===== src/rtl/fetch_queue.sv =====
// -----------------------------------------------------------------------------
// fetch_queue
//   Decoupling FIFO between the PC/fetch stage and decode. Each accepted
//   {pc, pc_plus4, instr} triple is stored in a DEPTH-entry circular buffer.
//   The oldest entry is presented to decode through a valid/ready handshake.
//   A flush on a control-flow redirect discards every buffered entry.
//
// Ports
//   clk, rst        : rising-edge clock, synchronous active-high reset
//   in_valid        : fetch presents an entry
//   in_ready        : queue can accept (== !full, from registered count only)
//   in_pc           : fetched instruction address
//   in_pc_plus4     : return address (in_pc + 4)
//   in_instr        : fetched instruction word
//   flush           : redirect, discard all entries (push/pop that cycle dropped)
//   out_valid       : head entry valid (== !empty, from registered count only)
//   out_ready       : decode consumes head this cycle
//   out_pc          : head pc, 0 when empty
//   out_pc_plus4    : head pc_plus4, 0 when empty
//   out_instr       : head instruction, NOP_INSTR when empty
//   count           : occupancy 0..DEPTH
// -----------------------------------------------------------------------------
module fetch_queue #(
  parameter int          WIDTH     = 32,
  parameter int          DEPTH     = 4,
  parameter logic [31:0] NOP_INSTR = 32'h0000_0013
) (
  input  logic                       clk,
  input  logic                       rst,
  input  logic                       in_valid,
  output logic                       in_ready,
  input  logic [WIDTH-1:0]           in_pc,
  input  logic [WIDTH-1:0]           in_pc_plus4,
  input  logic [31:0]                in_instr,
  input  logic                       flush,
  output logic                       out_valid,
  input  logic                       out_ready,
  output logic [WIDTH-1:0]           out_pc,
  output logic [WIDTH-1:0]           out_pc_plus4,
  output logic [31:0]                out_instr,
  output logic [$clog2(DEPTH):0]     count
);

  localparam int AW = $clog2(DEPTH);
  localparam int CW = AW + 1;

  // Storage: contents are don't-care after reset/flush because count gates
  // every read, so the array carries no reset.
  logic [WIDTH-1:0] pc_mem_q    [DEPTH];
  logic [WIDTH-1:0] pc4_mem_q   [DEPTH];
  logic [31:0]      instr_mem_q [DEPTH];

  logic [AW-1:0] wr_ptr_q, wr_ptr_d;
  logic [AW-1:0] rd_ptr_q, rd_ptr_d;
  logic [CW-1:0] count_q,  count_d;

  logic full_s;
  logic empty_s;
  logic push_s;
  logic pop_s;

  // Handshake qualifiers. full/empty come from the registered count only, so
  // a pop on a full queue does not open in_ready until the following cycle.
  always_comb begin
    full_s  = (count_q == CW'(DEPTH));
    empty_s = (count_q == {CW{1'b0}});
    push_s  = in_valid & ~full_s;
    pop_s   = ~empty_s & out_ready;
  end

  // Next-state for pointers and occupancy; flush overrides any push/pop.
  always_comb begin
    wr_ptr_d = wr_ptr_q;
    rd_ptr_d = rd_ptr_q;
    count_d  = count_q;
    if (flush) begin
      wr_ptr_d = {AW{1'b0}};
      rd_ptr_d = {AW{1'b0}};
      count_d  = {CW{1'b0}};
    end else begin
      // Pointers are AW bits wide and DEPTH is a power of two, so the
      // increment wraps DEPTH-1 -> 0 naturally.
      if (push_s) begin
        wr_ptr_d = wr_ptr_q + AW'(1'b1);
      end else begin
        wr_ptr_d = wr_ptr_q;
      end
      if (pop_s) begin
        rd_ptr_d = rd_ptr_q + AW'(1'b1);
      end else begin
        rd_ptr_d = rd_ptr_q;
      end
      case ({push_s, pop_s})
        2'b10:   count_d = count_q + CW'(1'b1);
        2'b01:   count_d = count_q - CW'(1'b1);
        default: count_d = count_q;
      endcase
    end
  end

  // Pointer and occupancy registers with synchronous reset.
  always_ff @(posedge clk) begin
    if (rst) begin
      wr_ptr_q <= {AW{1'b0}};
      rd_ptr_q <= {AW{1'b0}};
      count_q  <= {CW{1'b0}};
    end else begin
      wr_ptr_q <= wr_ptr_d;
      rd_ptr_q <= rd_ptr_d;
      count_q  <= count_d;
    end
  end

  // Entry storage write at the write pointer on an accepted push.
  always_ff @(posedge clk) begin
    if (push_s && !flush && !rst) begin
      pc_mem_q[wr_ptr_q]    <= in_pc;
      pc4_mem_q[wr_ptr_q]   <= in_pc_plus4;
      instr_mem_q[wr_ptr_q] <= in_instr;
    end
  end

  // Output drive: head entry when occupied, benign NOP bubble when empty.
  // No bypass from in_* so a push is visible only after its clock edge.
  always_comb begin
    if (!empty_s) begin
      out_pc       = pc_mem_q[rd_ptr_q];
      out_pc_plus4 = pc4_mem_q[rd_ptr_q];
      out_instr    = instr_mem_q[rd_ptr_q];
    end else begin
      out_pc       = {WIDTH{1'b0}};
      out_pc_plus4 = {WIDTH{1'b0}};
      out_instr    = NOP_INSTR;
    end
  end

  assign in_ready  = ~full_s;
  assign out_valid = ~empty_s;
  assign count     = count_q;

endmodule


===== config.mk =====
export PLATFORM = sky130hd
export DESIGN_NAME = fetch_queue
export DESIGN_NICKNAME = d
export VERILOG_FILES = /design/src/rtl/fetch_queue.sv
export SDC_FILE = /design/constraint.sdc
export NUM_CORES = 1
export LEC_CHECK = 0
export BUFFER_PORTS_ARGS = -buffer_cell sky130_fd_sc_hd__buf_4
export CAP_MARGIN = 15
export CORE_UTILIZATION = 51
export DETAILED_ROUTE_END_ITERATION = 16
export PLACE_DENSITY = 0.75
export SYNTH_ARGS = -nofsm -noshare
export SYNTH_HDL_FRONTEND = slang
export SYNTH_SLANG_ARGS = --single-unit
export TNS_END_PERCENT = 5

===== constraint.sdc =====
create_clock -name clk -period 3.68 [get_ports clk]
set_input_delay 0.184 -clock clk [delete_from_list [all_inputs] [get_ports clk]]
set_output_delay 0.184 -clock clk [all_outputs]
set_load 0.02 [all_outputs]

==> flow_summary.ini <==
[critical_path]
cp_max_fo = 30
path_common_cell = buf_4
end_kind = output port
crit_type = reg2out
required_ps = 3500
worstPathArrival_ps = 2580
slowest_delay_ps = 760
slowest_stage = dfxtp_4
start_kind = flop
path_cells = buf_4 -> mux4_2 -> and2_1 -> buf_4

[worst_hold_path]
hold_path.class = in2reg

[place]
hpwl_um = 16700
pre_cts_ws_ps = 1190
port_buffers = 201
place_inst = 1229
gp_routability_congestion = 0.773

[synth]
ys_seq_area_frac = 0.782
synthTopCellsByArea = edfxtp_1 (77%), mux4_2 (14%), and2_1 (3.9%)
synth_edf_count = 384
async_flop_share = 0
synth-seq-cells = 393
ys_types = 26
synthTopCellsByCount = edfxtp_1 (384), mux4_2 (96), and2_1 (94), clkbuf_1 (16), buf_2 (11)
synth_simple_gate_area_frac = 0.0481
synth_top_area_share = 0.770
synthAdderAreaFrac = 0.00552
syn_nets = 770
avgSynthCellArea_sq_um = 22.6
netlist_area_sq_um = 15000
netlist_instances = 663
synth_compound_area_frac = 0.00318
synth_area_leader_cell = edfxtp_1
synthMuxAreaShare = 0.145
synthFlopType = edfxtp_1
yosys_warnings = 0
yosys.area_share.xor_xnor = 0.00117
synth_top_family_by_area = multiplexers
synth.most_common_cell = edfxtp_1

[clock_tree]
cts_tree = done
clkLatencyLatePin_ps = 520
root_buffer = clkbuf_16
clockBufferDepth = 3
htree_levels = 2
cts_sinks = 393
post_cts_resized = 0
cts_made_buffers = 40
post-cts-setup-buffers = 0
ctsHoldBuffers = 98
clkTransAtPathRegs_ps = 60

[grt]
grt_antenna_before_repair = 1
grt_start_max_net_pins = 96
first_global_vias = 8163
track_usage = 0.200
gr-total-overflow = 0
grt_first_pass_wirelength_um = 45800

[routing]
drt-initial-drc-count = 425
avgViaCountPerCell = 5.37
vias = 7505
dr.pass1.iters = 4
avgRoutedWirePerCell_um = 20.9
antenna_left = 0
drcViolationCount = 0
wl_um = 29300

[final_layout]
area_growth_pct = 28.1
final_nets = 1092
drive_above_1_share = 0.368
finalNonFillerCells = 1397

[sta]
finalCriticalPeriod_ps = 2770
rsz0062_at_grt = false
hold_viol = 0
fmax_ghz = 0.362
setup_viol = 0
report.final.slew_viol_count = 0
finalClockSkew_ps = 16.6
tightestPinTransition_ps = 951
min_period_over_period = 0.751
setup_tns_ps = 0
max_slew_margin = 0.366
worst_slack_ps = 915
holdWs_ps = 70.7

[power]
irDropWorstVdd_mv = 0.424
power_density_nw_per_um2 = 488
power_frac_clock = 0.401
seqPwrFrac = 0.531
p_switching_mw = 1.91
pwr-share-comb = 0.067
switching_share = 0.204
power.leakage_nw = 6.53
p_int_mw = 7.46
power.total_mw = 9.37

[die]
dieArea_sq_um = 30000
fp.dieW_um = 173
fp.dieH_um = 173
coreArea_sq_um = 28800
rows = 62
io_pins = 202
initial_core_util = 0.520

[job]
maxCapViolCount = 0

[run_status]
status = finished, final reports clean
state kept, by name (all words and copies together), names as in the netlist, named ones only:
name / cells
instr_mem_q: 128
pc4_mem_q: 128
wr_ptr_q: 2
rd_ptr_q: 2
count: 3
pc_mem_q: 128
critical path, delay by kind of cell (launching register included):
kind,cells,cell delay [ps]
flip-flops,1,760
multiplexers,1,560
buffers and inverters,2,560
AND/OR/NAND/NOR,1,170
metal layers:
layer,part of all wire,up-vias,routed length (um),track usage
met3,0.066,44,1920,0.0436
li1,-,3341,-,-
met4,0.018,0,526,0.0583
met2,0.50,256,14700,0.338
met1,0.41,3864,12100,0.263
met5,0,-,0,0
layout by cell type (no fill, tap or decap), types with 2 or more instances in the layout:
cell type | Yosys | routed
dfxtp_4 | 0 | 2
clkbuf_16 | 0 | 41
buf_4 | 0 | 208
xor2_1 | 2 | 2
and2_1 | 94 | 94
dlygate4sd3_1 | 0 | 98
nor2_1 | 4 | 4
a21oi_1 | 3 | 3
inv_1 | 7 | 6
dfxtp_1 | 9 | 7
clkinv_1 | 0 | 9
edfxtp_1 | 384 | 384
nand2_1 | 4 | 4
inv_6 | 0 | 2
ha_1 | 5 | 5
or2_1 | 4 | 4
clkinv_2 | 0 | 5
bufinv_16 | 0 | 2
clkbuf_1 | 16 | 8
o21ai_0 | 4 | 4
buf_12 | 1 | 7
or3_1 | 2 | 2
and3_4 | 0 | 4
mux4_2 | 96 | 96
stage by stage:
stage	utilization	cell area (sq um)
final	0.667	19200
after global routing	0.667	19200
after detailed placement	0.590	17000
after CTS	0.666	19200
after global placement	0.590	17000
after floorplan	-	15000
final timing paths:
check	start	endpoint	slack [ps]	cells after the start
max	flop	out_pc[28]	910	4
min	flush	count[2]	70	3
max reg2reg	count[2]	count[2]	1160	9
min reg2reg	rd_ptr_q[0]	flop	520	2
power groups by stage:
stage	Clock (mW)	Combinational, mW	Sequential, mW
floorplan	0	0.259	5.07
global placement	0	0.536	5.07
detailed placement	0	0.545	5.07
CTS	3.82	0.634	4.98
global route	3.99	0.673	4.98
finish	3.76	0.629	4.98
cells by family (layout without fill, tap and decap cells):
| family | Yosys count | after routing |
|---|---|---|
| multiplexers | 97 | 97 |
| XOR/XNOR | 2 | 2 |
| AO/OA/AOI/OAI | 8 | 8 |
| other | 0 | 1 |
| AND/OR/NAND/NOR | 117 | 117 |
| adder cells (fa/ha/maj) | 6 | 6 |
| buffers and inverters | 40 | 389 |
| flip-flops | 393 | 393 |
layout make-up:
type	instances	area, sq um
diodes	1	2.50
clock buffers	49	1060
clock inverters	20	155
fillers	1849	9600
inverters	7	26.3
multi-input cells	230	3060
flip-flops and latches	393	11700
well taps	384	480
repair buffers	313	2680
No activity file was read; power rests on OpenSTA's default activity.
